## config.mk

```make
export PLATFORM = sky130hd
export DESIGN_NAME = fetch_instruction_buffer
export DESIGN_NICKNAME = d
export VERILOG_FILES = /design/src/rtl/fetch_instruction_buffer.sv
export SDC_FILE = /design/constraint.sdc
export NUM_CORES = 1
export LEC_CHECK = 0
export CAP_MARGIN = 20
export CORE_MARGIN = 2
export CORE_UTILIZATION = 50
export DETAILED_ROUTE_END_ITERATION = 10
export PLACE_DENSITY = 0.74
export REMOVE_ABC_BUFFERS = 1
export SLEW_MARGIN = 10
export SYNTH_ARGS = -nofsm -noshare
export SYNTH_HDL_FRONTEND = slang
export SYNTH_SLANG_ARGS = --single-unit
```

## constraint.sdc

```tcl
create_clock -name clk -period 4.4 [get_ports clk]
set_input_delay 1.32 -clock clk [delete_from_list [all_inputs] [get_ports clk]]
set_output_delay 1.32 -clock clk [all_outputs]
set_load 0.03 [all_outputs]
```

## src/rtl/fetch_instruction_buffer.sv

```systemverilog
// Decoupling FIFO between fetch and decode with in-flight slot reservation.
// Optional macro FETCH_BUFFER_PREDECODE_EN adds a stored branch/jump predecode flag.
module fetch_instruction_buffer #(
    parameter int DEPTH        = 4,
    parameter int ID_WIDTH     = 3,
    parameter int MAX_INFLIGHT = 2
) (
    input  logic                       clk,
    input  logic                       rst,
    input  logic                       flush,
    input  logic                       fetch_issued,
    input  logic                       fetch_retire,
    input  logic                       fetch_complete,
    input  logic [ID_WIDTH-1:0]        fetch_id,
    input  logic [31:0]                fetch_pc,
    input  logic [31:0]                fetch_instruction,
    input  logic                       fetch_ok,
    input  logic [4:0]                 fetch_error_code,
    output logic                       fetch_hold_req,
    output logic                       decode_valid,
    input  logic                       decode_ready,
    output logic [ID_WIDTH-1:0]        decode_id,
    output logic [31:0]                decode_pc,
    output logic [31:0]                decode_instruction,
    output logic                       decode_ok,
    output logic [4:0]                 decode_error_code,
`ifdef FETCH_BUFFER_PREDECODE_EN
    output logic                       decode_is_branch_or_jump,
`endif
    output logic [$clog2(DEPTH):0]     occupancy
);

    localparam int PTR_W = $clog2(DEPTH);
    localparam int CNT_W = PTR_W + 1;
    localparam int INF_W = $clog2(MAX_INFLIGHT) + 1;
    localparam int SUM_W = ((CNT_W > INF_W) ? CNT_W : INF_W) + 1;

    logic [PTR_W-1:0] wr_ptr;
    logic [PTR_W-1:0] rd_ptr;
    logic [CNT_W-1:0] count;
    logic [INF_W-1:0] inflight;
    logic [SUM_W-1:0] load;
    logic             primed;
    logic             push;
    logic             pop;

    logic [ID_WIDTH-1:0] mem_id    [DEPTH];
    logic [31:0]         mem_pc    [DEPTH];
    logic [31:0]         mem_instr [DEPTH];
    logic                mem_ok    [DEPTH];
    logic [4:0]          mem_err   [DEPTH];

    assign push = fetch_complete & ~flush;
    assign pop  = decode_valid & decode_ready & ~flush;

    always_ff @(posedge clk or negedge rst) begin
        if (!rst) begin
            wr_ptr <= '0;
            rd_ptr <= '0;
            count  <= '0;
        end else if (flush) begin
            count  <= '0;
            rd_ptr <= wr_ptr;
        end else begin
            if (push) wr_ptr <= wr_ptr + PTR_W'(1);
            if (pop)  rd_ptr <= rd_ptr + PTR_W'(1);
            if (push && !pop)      count <= count + CNT_W'(1);
            else if (!push && pop) count <= count - CNT_W'(1);
        end
    end

    // Flushed requests still retire through fetch, so flush leaves this alone.
    always_ff @(posedge clk or negedge rst) begin
        if (!rst) inflight <= '0;
        else      inflight <= inflight + INF_W'(fetch_issued) - INF_W'(fetch_retire);
    end

    // Storage is not reset; primed masks the payload until the first write lands.
    always_ff @(posedge clk or negedge rst) begin
        if (!rst)      primed <= 1'b0;
        else if (push) primed <= 1'b1;
    end

    always_ff @(posedge clk) begin
        if (push) begin
            mem_id[wr_ptr]    <= fetch_id;
            mem_pc[wr_ptr]    <= fetch_pc;
            mem_instr[wr_ptr] <= fetch_instruction;
            mem_ok[wr_ptr]    <= fetch_ok;
            mem_err[wr_ptr]   <= fetch_error_code;
        end
    end

`ifdef FETCH_BUFFER_PREDECODE_EN
    logic       mem_br [DEPTH];
    logic [4:0] push_opcode;
    logic       push_is_branch;

    // JAL, JALR and BRANCH major opcodes; a faulted fetch never predecodes as control flow.
    assign push_opcode    = fetch_instruction[6:2];
    assign push_is_branch = fetch_ok & ((push_opcode == 5'b11011) |
                                        (push_opcode == 5'b11001) |
                                        (push_opcode == 5'b11000));

    always_ff @(posedge clk) begin
        if (push) mem_br[wr_ptr] <= push_is_branch;
    end

    assign decode_is_branch_or_jump = primed ? mem_br[rd_ptr] : 1'b0;
`endif

    assign load           = SUM_W'(count) + SUM_W'(inflight);
    assign fetch_hold_req = (load >= SUM_W'(DEPTH));
    assign decode_valid   = (count != '0);
    assign occupancy      = count;

    assign decode_id          = primed ? mem_id[rd_ptr]    : '0;
    assign decode_pc          = primed ? mem_pc[rd_ptr]    : '0;
    assign decode_instruction = primed ? mem_instr[rd_ptr] : '0;
    assign decode_ok          = primed ? mem_ok[rd_ptr]    : 1'b0;
    assign decode_error_code  = primed ? mem_err[rd_ptr]   : '0;

    a_no_overflow: assert property (@(posedge clk) disable iff (!rst)
        !(fetch_complete && (count == CNT_W'(DEPTH)) && !pop))
        else $error("fetch_complete into a full buffer");

    a_no_retire_underflow: assert property (@(posedge clk) disable iff (!rst)
        !(fetch_retire && (inflight == '0)))
        else $error("fetch_retire with no request in flight");

    a_no_issue_on_hold: assert property (@(posedge clk) disable iff (!rst)
        !(fetch_issued && fetch_hold_req))
        else $error("fetch_issued while fetch_hold_req asserted");

    a_inflight_bound: assert property (@(posedge clk) disable iff (!rst)
        (32'(inflight) <= MAX_INFLIGHT))
        else $error("in-flight count exceeds MAX_INFLIGHT");

endmodule

```

Yosys cells after proc, flatten, opt, wreduce, memory -nomap -nowiden
Memory sizes are Yosys's and may differ from the RTL's.
Cells that the tools add are included.
{"block": "word_totals", "output_inout_bits": 78, "inputBits": 80, "mem_bits_rw": 292, "n_memories": 5, "wordCells": 42, "ff_bits": 10}
{"block": "classes", "addsub": 7, "mux": 12, "n_reduce_logical": 8, "order_cmp": 1, "bitwise_logic": 4}
{"memory": "mem_instr", "words": 4, "width": 32, "rd": 1, "rd_clocked_by_memory_dff": 0, "wr": 1, "line_no": "49", "text": "logic [31:0] mem_instr [DEPTH];"}
{"memory": "mem_pc", "words": 4, "width": 32, "rd": 1, "rd_clocked_by_memory_dff": 0, "wr": 1, "line_no": "48", "text": "logic [31:0] mem_pc [DEPTH];"}
{"memory": "mem_err", "words": 4, "width": 5, "rd": 1, "rd_clocked_by_memory_dff": 0, "wr": 1, "line_no": "51", "text": "logic [4:0] mem_err [DEPTH];"}
{"memory": "mem_id", "words": 4, "width": 3, "rd": 1, "rd_clocked_by_memory_dff": 0, "wr": 1, "line_no": "47", "text": "logic [ID_WIDTH-1:0] mem_id [DEPTH];"}
{"memory": "mem_ok", "words": 4, "width": 1, "rd": 1, "rd_clocked_by_memory_dff": 0, "wr": 1, "line_no": "50", "text": "logic mem_ok [DEPTH];"}
{"cell": "$mux 32", "count": 2}
{"cell": "$mux 3", "count": 4}
{"cell": "$reduce_bool 3->1", "count": 2}
{"cell": "$mux 5", "count": 1}
{"cell": "$add 2x1->2 const B", "count": 2}
{"cell": "$add 3x2->4", "count": 1}
{"cell": "$ge 4x3->1 const B", "count": 1}
{"cell": "$mux 2", "count": 2}
{"cell": "$add 3x1->3 const B", "count": 1}
{"cell": "$and 1x1->1", "count": 3}
{"cell": "$mux 1", "count": 3}
{"cell": "$sub 3x1->3 const B", "count": 1}
{"cell": "$add 2x1->2", "count": 1}
{"cell": "$logic_and 1x1->1", "count": 2}
{"cell": "$logic_not 1->1", "count": 2}
{"cell": "$reduce_and 2->1", "count": 1}
{"cell": "$reduce_bool 2->1", "count": 1}
{"cell": "$sub 2x1->2", "count": 1}
{"cell": "$not 1->1", "count": 1}

Logic depth before layout (Yosys ltp)
Gate-level depths: netlist of the first run.
{"block": "logic_depth", "depth_word": 7, "ltp_mapped": 7, "depth_no_buf": 6}

Worst setup path after synthesis of the first run
Ideal clock, no wire load.
{"block": "synth_path", "path_type": "in2reg", "from": "input port fetch_complete", "to": "memory mem_err[0][0] (enable)", "cell_stages": 3, "slack_ns": 0.556, "path_buffers": 1, "setup_time_ns": 0.439, "arrival_time_ns": 3.405, "t_required_ns": 3.961, "cell_sequence": "nor2b_1 buf_1 and2_1"}
{"block": "synth_between", "elab_chain_cells": 3}
{"element": "start: declaration", "line_no": "13", "text": "input logic fetch_complete,"}
{"element": "$and 1x1->1", "line_no": "53", "text": "assign push = fetch_complete & ~flush;"}
{"element": "$mux 1", "line_no": "85", "text": "if (push) begin"}
{"element": "$mux 1 (implied by the code)", "line_no": "90", "text": "mem_err[wr_ptr] <= fetch_error_code;"}
{"element": "end: declaration", "line_no": "51"}
Every way passes these cells.

Worst setup path after layout of the first run
{"block": "layout_path", "from": "register rd_ptr[0]", "to": "output port decode_instruction[16]"}
{"block": "layout_between", "elab_chain_cells": 2}
{"element": "start: declaration", "line_no": "39", "text": "logic [PTR_W-1:0] rd_ptr;"}
{"element": "start signal: assignment", "line_no": "63", "text": "rd_ptr <= wr_ptr;"}
{"element": "start signal: assignment", "line_no": "66", "text": "if (pop) rd_ptr <= rd_ptr + PTR_W'(1);"}
{"element": "$mem_v2 4x32"}
{"element": "$mux 32", "line_no": "119", "text": "assign decode_instruction = primed ? mem_instr[rd_ptr] : '0;"}
{"element": "end: declaration", "line_no": "24", "text": "output logic [31:0] decode_instruction,"}
Every way passes these cells.

==> run metrics, run 1 <==
status=completed; Min Clock Period, post-route=4.221 ns; Mapped Avg Cell Area=22.23 sq um; Area Overhead vs Synth=26.45%; pre-CTS setup slack=0.6028 ns; H-tree lvl count=1; CP startpoint kind=flop; Inst Count DP=987; Routed Antenna Nets=0; post-CTS sizing=0; Final Non-Filler Cells=1,042; Data required, critical path=3.08 ns; port bufs=157; clk sinks=302; hold buffers post-CTS=0; antenna violations before repair=1; clock-pin slew of the registers on the worst-case setup and hold paths=0.06 ns; crit path kind=reg2out; Rows=55; Pwr Total=9.821 mW; Clk Latency, worst-skew pair=0.54 ns; Initial Util=0.5123; count of different cell masters after synthesis=30; Fill cells=1,525; max-cap violations=0; clock tree buffer depth=3; Vias=5,704; Worst Skew=0.01459 ns; # IOs=158; RR Startpoint=occupancy[2]; GRT Total Usage=0.1934; first-pass GRT wire length=35,800 um; GRT Residual Overflow=0; unrepaired setup endpoints after global routing=false; DP Wirelength=14,260 um; Worst Path Max Fanout=17; cells after synthesis=525; DR vias/cell=5.474; post-DR wirelength/cell=22.04 um; post-layout util=0.6478; Die Ht=156.8 um; Tightest Pin Transition=0.7654 ns; FF-to-FF End=occupancy[2]; Tcrit/Tclk final=0.9593; share of layout cells above drive strength 1=0.2102; Detailed Route WL=22,960 um; postcts setup bufs=0; Pwr per Cell Area=665.6 nW/um^2; largest net degree at the start of global routing=45; WHS=0.5505 ns; Setup violations, final=0; cell area after synthesis=11,670 sq um; CP arrival=2.90 ns; vias in the first global route=6,242; critical path startpoint=rd_ptr[0]; worst setup path endpoint=decode_instruction[16]; DR iter-0 viols=358; static leakage=4.793 nW; final worst setup slack=0.1790 ns; die area=24,580 sq um; Yosys reg bits=302; Yosys Warn Count=0; depth of the worst register-to-register path=6; Final Hold Viols=0; register area share after synthesis=0.7729; drt drc=0; Die Span X=156.8 um; Slew headroom=0.4897; maximum vdd drop=0.4898 mV; Num CTS Buffers=29; critical path endpoint category=output port; RD Place Congestion=0.7635; FMAX=236.9 MHz; first-pass iteration count of the detailed router=5; Std-Cell Core Area=22,780 sq um; Layout Nets=793; Root Driver=clkbuf_16; fin. max-slew vios=0; Hold WC Path Type=reg2reg; Worst R2R Setup Slack=2.22 ns; TritonCTS clock tree=built
-- cells by family (layout without fill, tap and decap cells) --
kind of cell / count (synthesis) / count (layout) / synth area share
other cells: 0 / 1 / 0
xor+xnor: 6 / 6 / 0.004504
mux: 75 / 75 / 0.1428
simple gates: 96 / 96 / 0.05029
flops: 302 / 302 / 0.7729
fa+ha+maj: 8 / 8 / 0.009221
buf+inv: 32 / 235 / 0.01555
compound gates: 6 / 6 / 0.004718
-- synthesized netlist by cell type --
master / count / area share
nand2b_1: 1 / 0.00054
buf_2: 7 / 0.0030
buf_6: 6 / 0.0058
or2_2: 1 / 0.00054
xnor2_1: 3 / 0.0023
or4b_2: 1 / 0.00086
edfxtp_1: 292 / 0.75
o31ai_4: 1 / 0.0018
mux2_2: 2 / 0.0019
or3_1: 1 / 0.00054
buf_1: 1 / 0.00032
or4_1: 1 / 0.00064
inv_1: 6 / 0.0019
nor2_1: 5 / 0.0016
nand4b_1: 1 / 0.00075
dfrtp_1: 10 / 0.021
clkbuf_1: 10 / 0.0032
nor2b_1: 2 / 0.0011
fa_1: 1 / 0.0017
nand3_1: 1 / 0.00043
o21ai_0: 3 / 0.0013
nand4_1: 1 / 0.00054
buf_4: 2 / 0.0013
o311ai_0: 1 / 0.00075
nand2_1: 3 / 0.00096
and2_1: 78 / 0.042
mux4_2: 73 / 0.14
a311o_1: 1 / 0.00086
ha_1: 7 / 0.0075
xor2_1: 3 / 0.0023
-- worst min-delay path by stage --
stage,startpoint,end,slack (ns),cells after the start
final,wr_ptr[1],rd_ptr[1],0.55,2
after global routing,wr_ptr[1],rd_ptr[1],0.60,2
after CTS,wr_ptr[1],rd_ptr[1],0.56,2
after detailed placement,wr_ptr[1],rd_ptr[1],0.54,2
after global placement,wr_ptr[1],rd_ptr[1],0.55,2
after floorplan,wr_ptr[1],rd_ptr[1],0.50,2
-- worst max-delay path: stages, from the launching register on --
cell             delay (ns)
dfrtp_4                0.60
buf_4                  0.41
mux4_2                 0.56
and2_1                 0.19
clkdlybuf4s50_1        0.59
-- state kept, by name, summed over array words and instances (netlist names) --
register / cells
mem_instr: 128
wr_ptr: 2
primed: 1
occupancy: 3
mem_id: 12
mem_err: 20
rd_ptr: 2
mem_ok: 4
inflight: 2
mem_pc: 128
-- routing by layer --
metal	wire, um	global-route usage
met3	1450	0.03517
met1	9243	0.2594
met5	0	0
met4	359	0.04325
met2	11910	0.3340
-- where the power goes --
group,internal (mW),switching (mW)
logic,1.67,1.77
clock network,1.62,1.05
registers,3.49,0.219
total,6.78,3.04
-- final cells by class --
type	instances	area, sq um	share of cell area
tap	313	391.6	0.02654
timing repair buffer	175	1782	0.1207
sequential	302	9027	0.6118
antenna	1	2.502	0.0001696
multi-input combinational	191	2479	0.1680
inverter	6	22.52	0.001526
clock buffer	29	725.7	0.04918
clock inverter	25	325.3	0.02205
-- stage by stage --
stage / cell area (sq um) / TNS [ns]
final: 14760 / 0
after global routing: 14750 / 0
after CTS: 14750 / 0
after detailed placement: 13700 / 0
after global placement: 13700 / 0
after floorplan: 11510 / -55.56
-- layout by cell type (no fill, tap or decap), types with 4 or more instances in the layout --
| cell | n |
|---|---|
| clkinv_2 | 5 |
| buf_4 | 12 |
| inv_1 | 6 |
| buf_12 | 6 |
| and2_4 | 4 |
| clkinv_1 | 4 |
| clkbuf_16 | 29 |
| nor2_1 | 5 |
| ha_1 | 7 |
| and2_1 | 74 |
| bufinv_16 | 7 |
| edfxtp_1 | 292 |
| mux4_2 | 73 |
| clkdlybuf4s50_1 | 157 |
| clkinv_4 | 4 |
| dfrtp_1 | 7 |
Power figures use the tool's default switching activity.
==> inputs of run 2 (changes only) <==
--- a/config.mk
+++ b/config.mk
@@ -5,7 +5,7 @@
 export SDC_FILE = /design/constraint.sdc
 export NUM_CORES = 1
 export LEC_CHECK = 0
-export CAP_MARGIN = 20
+export CAP_MARGIN = 10
 export CORE_MARGIN = 2
 export CORE_UTILIZATION = 50
 export DETAILED_ROUTE_END_ITERATION = 10
==> constraint.sdc (replaced) <==
create_clock -name clk -period 5.4 [get_ports clk]
set_input_delay 1.62 -clock clk [delete_from_list [all_inputs] [get_ports clk]]
set_output_delay 1.62 -clock clk [all_outputs]
set_load 0.03 [all_outputs]
==> run 2 against run 1 <==
Net effect: sequential power fell by 17%; global-route usage fell by 1.4 points; setup slack gained 0.57 ns; count of clock-buffer cells in the layout grew 7; wire length shrank 6.1%; critical path depth down 1; largest cell class unchanged; largest power group unchanged.
==> run metrics, run 2 (synthesis results as in run 1) <==
multi-input logic area=2479 sq um (unchanged); clock tree buffer depth=3 (unchanged); Data required, critical path=3.78 ns (+0.70 ns); Std-Cell Core Area=22,780 sq um (unchanged); Worst Skew=0.008842 ns (-0.005746 ns); Clk Latency, worst-skew pair=0.52 ns (-0.02 ns); Metal-1 WL=8974 um (-2.9%); die area=24,580 sq um (unchanged); Placement Cell Area=13,570 sq um (-0.99%); max layer used=met5; drt drc=0 (unchanged); RD Place Congestion=0.7397 (-3.1%); Initial Util=0.5123 (unchanged); Largest regs=mem_instr (128), mem_pc (128), mem_err (20); CP arrival=3.03 ns (+0.13 ns); TritonCTS clock tree=built; Slew headroom=0.1981 (-0.2916); static leakage=4.668 nW (-2.6%); critical path endpoint category=output port; Root Driver=clkbuf_16; maximum vdd drop=0.3706 mV (-24%); postcts setup bufs=0 (unchanged); Setup violations, final=0 (unchanged); vias in the first global route=5,992 (-4.0%); Routed Antenna Nets=0 (unchanged); first-pass iteration count of the detailed router=4 (-1); critical path startpoint=rd_ptr[1]; GRT Total Usage=0.1796 (-0.01377); Tightest Pin Transition=1.203 ns (+0.4375 ns); post-layout util=0.6372 (-0.01060); Vias=5,558 (-2.6%); Rows=55 (unchanged); Fill cells=1,528 (+0.20%); clk sinks=302 (unchanged); H-tree lvl count=1 (unchanged); DR iter-0 viols=461 (+29%); first-pass GRT wire length=33,260 um (-7.1%); Final Hold Viols=0 (unchanged); Hold Path Origin=wr_ptr[1]; status=completed; Die Span X=156.8 um (unchanged); DR vias/cell=5.396 (-1.4%); commonest non-fill, non-tap cells in the layout=292 x edfxtp_1, 157 x clkdlybuf4s50_1, 74 x and2_1; # IOs=158 (unchanged); CP startpoint kind=flop; Layout Nets=780 (-1.6%); Num CTS Buffers=29 (unchanged); commonest non-fill, non-tap cell in the layout=edfxtp_1; Detail Route met2 WL=10,600 um (-11%); fin. max-slew vios=0 (unchanged); FMAX=215.0 MHz; post-DR wirelength/cell=20.94 um (-5.0%); Worst Path Max Fanout=74 (+57); FF+latch area=9027 sq um (unchanged); DP Wirelength=12,630 um (-11%); max-cap violations=0 (unchanged); Die Ht=156.8 um (unchanged); Area Overhead vs Synth=24.38%; post-CTS sizing=0 (unchanged); share of layout cells above drive strength 1=0.1863 (-0.02389); Hold WC Path Type=reg2reg; metal3 WL=1686 um (+16%); hold buffers post-CTS=0 (unchanged); Pwr per Cell Area=532.7 nW/um^2 (-20%); unrepaired setup endpoints after global routing=false; RR Startpoint=occupancy[0]; Min Clock Period, post-route=4.652 ns; clock-pin slew of the registers on the worst-case setup and hold paths=0.06 ns (about the same); GRT Residual Overflow=0 (unchanged); antenna violations before repair=4 (+3); Detailed Route WL=21,570 um (-6.1%); crit path kind=reg2out; final instance area=14,510 sq um (-1.6%); Tcrit/Tclk final=0.8614; largest net degree at the start of global routing=75 (+67%); port bufs=157 (unchanged)
## run 2: final cells by class
type,count,area share
flip-flops and latches,302,0.6220
clock inverters,17,0.01086
well taps,313,0.02698
clock buffers,36,0.05388
inverters,6,0.001552
repair buffers,162,0.1134
multi-input cells,191,0.1708
diodes,3,0.0005172
## run 2: power breakdown
group	switching (mW)	internal [mW]	leakage [nW]	total, mW
clock network	0.795	1.16	0.459	1.96
registers	0.242	2.84	2.77	3.09
logic	1.35	1.33	1.44	2.69
## run 2: through the flow
step	setup slack (ns)	std cells	TNS [ns]	hold slack [ns]	power [mW]
floorplan	-0.06115	499	-4.464	0.4987	4.862
global placement	1.263	974	0	0.5293	5.818
detailed placement	1.125	974	0	0.5500	5.858
CTS	0.7037	1027	0	0.5703	7.826
global route	0.6166	1027	0	0.6144	8.084
finish	0.7482	1030	0	0.5707	7.731
## run 2: metal layers
metal,global-route usage,vias to the layer above
met4,0.04107,4
met5,0,-
met2,0.2943,186
met3,0.05040,22
met1,0.2427,2883
li1,-,2463
## run 2: final timing paths
path                                          end  slack, ns  cells after the start
setup / recovery           decode_instruction[30]       0.75                      3
hold / removal                          rd_ptr[1]       0.57                      2
setup reg to reg                     occupancy[2]       3.29                      6
hold reg to reg                         rd_ptr[1]       0.57                      2
max in group asynchronous               rd_ptr[1]       3.61                      1
min in group asynchronous            occupancy[0]       1.42                      1
## run 2: worst max-delay path, cell delays in order (launching register included)
cell	delay, ns
dfrtp_4	1.16
mux4_2	0.38
and2_1	0.19
clkdlybuf4s50_1	0.70
==> inputs of run 3 (changes only) <==
--- a/config.mk
+++ b/config.mk
@@ -6,7 +6,6 @@
 export NUM_CORES = 1
 export LEC_CHECK = 0
 export CAP_MARGIN = 10
-export CORE_MARGIN = 2
 export CORE_UTILIZATION = 50
 export DETAILED_ROUTE_END_ITERATION = 10
 export PLACE_DENSITY = 0.74
@@ -15,3 +14,4 @@
 export SYNTH_ARGS = -nofsm -noshare
 export SYNTH_HDL_FRONTEND = slang
 export SYNTH_SLANG_ARGS = --single-unit
+export TNS_END_PERCENT = 50
==> run 3 against run 2 <==
Net effect: critical path depth grew 1; non-clock buffer count grew 8; final cell count grew 0.49%; final area grew 0.32%; combinational power grew 2%; first-iteration DRC count shrank 28%; global-route usage grew 1.4 points; sequential power shrank 1%; die area shrank 2.5%; clock power is essentially flat; sequential share of layout area shrank 0.20 points; count of clock-buffer cells in the layout is the same; largest power group unchanged; highest routed layer is now met4.
==> run metrics, run 3 (synthesis results as in run 1) <==
pre-CTS setup slack=1.258 ns (+0.1337 ns); clk sinks=302 (unchanged); Min Clock Period, post-route=4.597 ns (-0.05458 ns); WHS=0.5781 ns (+0.007396 ns); postcts setup bufs=0 (unchanged); drt drc=0 (unchanged); Data required, critical path=3.78 ns (about the same); vias in the first global route=6,133 (+2.4%); maximum vdd drop=0.3092 mV (-17%); Worst Skew=0.007076 ns (-0.001766 ns); Pwr Total=7.732 mW (about the same); unrepaired setup endpoints after global routing=false; Routed Antenna Nets=0 (unchanged); CP max stage delay=0.79 ns (-0.37 ns); # IOs=158 (unchanged); largest net degree at the start of global routing=60 (-20%); CP arrival=2.98 ns (-0.05 ns); antenna violations before repair=3 (-1); clock-pin slew of the registers on the worst-case setup and hold paths=0.06 ns (about the same); Final Hold Viols=0 (unchanged); share of layout cells above drive strength 1=0.1931 (+0.006781); fin. max-slew vios=0 (unchanged); DR vias/cell=5.387 (-0.16%); port bufs=157 (unchanged); Hold WC Path Type=reg2reg; GRT Residual Overflow=0 (unchanged); GRT Total Usage=0.1933 (+0.01375); Num CTS Buffers=30 (+3.4%); Placement Cell Area=13,640 sq um (+0.53%); Detail Route met2 WL=11,280 um (+6.4%); Tightest Pin Transition=0.8296 ns (-0.3732 ns); DP Wirelength=13,380 um (+6.0%); Vias=5,576 (+0.32%); Tcrit/Tclk final=0.8513 (-0.01011); Largest regs=mem_instr (128), mem_pc (128), mem_err (20); Clk Latency, worst-skew pair=0.54 ns (+0.02 ns); critical path's slowest cell=dfrtp_4; Pwr per Cell Area=531.0 nW/um^2 (-0.31%); final instance area=14,560 sq um (+0.32%); Setup violations, final=0 (unchanged); metal3 WL=1247 um (-26%); FMAX=217.5 MHz (+1.2%); Root Driver=clkbuf_16; final worst setup slack=0.8028 ns (+0.05458 ns); hold buffers post-CTS=0 (unchanged); Initial Util=0.5123 (unchanged); max-cap violations=0 (unchanged); Final Non-Filler Cells=1,035 (+0.49%); crit path cell chain=buf_12, mux4_2, and2_1, clkdlybuf4s50_1; commonest non-fill, non-tap cell in the layout=edfxtp_1; crit path kind=reg2out; Rows=55 (unchanged); Worst Path Max Fanout=27 (-64%); die area=23,950 sq um (-2.5%); Slew headroom=0.4469 (+0.2488); Die Ht=154.8 um (-1.3%); Detailed Route WL=22,150 um (+2.7%); clock tree buffer depth=3 (unchanged); post-CTS sizing=0 (unchanged); status=completed; Std-Cell Core Area=22,780 sq um (unchanged); Layout Nets=789 (+1.2%); TritonCTS clock tree=built; DR iter-0 viols=331 (-28%); Metal-1 WL=9270 um (+3.3%); static leakage=4.706 nW (+0.81%); H-tree lvl count=1 (unchanged); RD Place Congestion=0.7143 (-3.4%); max layer used=met4; setup TNS=0 ns (unchanged); Inst Count DP=982 (+0.82%); critical path endpoint category=output port; Area Overhead vs Synth=24.78%; commonest non-fill, non-tap cells in the layout=292 x edfxtp_1, 157 x clkdlybuf4s50_1, 74 x and2_1; CP startpoint kind=flop; post-layout util=0.6392 (+0.002032); first-pass GRT wire length=34,880 um (+4.9%); post-DR wirelength/cell=21.40 um (+2.2%); Die Span X=154.8 um (-1.3%); first-pass iteration count of the detailed router=6 (+2)
-- run 3: report_power, final --
part	leakage [nW]	switching, mW	internal (mW)
registers	2.77	0.213	2.84
clock network	0.452	0.810	1.13
logic	1.48	1.39	1.35
total	4.71	2.41	5.32
-- run 3: final timing paths --
check / from / endpoint / slack, ns / depth (start not counted)
max: rd_ptr[0] / decode_pc[14] / 0.80 / 4
min: wr_ptr[0] / rd_ptr[0] / 0.58 / 2
max reg2reg: occupancy[2] / occupancy[2] / 3.25 / 6
min reg2reg: wr_ptr[0] / rd_ptr[0] / 0.58 / 2
max in group asynchronous: rst / rd_ptr[1] / 3.62 / 1
min in group asynchronous: rst / inflight[0] / 1.41 / 1
-- run 3: final cells by class --
cell class	instances	area (sq um)
Multi-Input combinational cell	191	2479
Clock inverter	15	121.4
Tap cell	313	391.6
Sequential cell	302	9027
Fill cell	1532	8218
Clock buffer	36	794.5
Antenna cell	2	5.005
Inverter	6	22.52
Timing Repair Buffer	170	1719
-- run 3: layer usage --
layer / global-route usage / vias up
met2: 0.3303 / 177
met1: 0.2587 / 2894
li1: - / 2475
met4: 0.04338 / 0
met3: 0.03867 / 30
met5: 0 / -
-- run 3: worst max-delay path, delay by kind of cell, from the launching register on --
kind                   cells  cell delay (ns)
AND/OR/NAND/NOR            1             0.19
buffers and inverters      2             0.91
flip-flops                 1             0.79
multiplexers               1             0.54
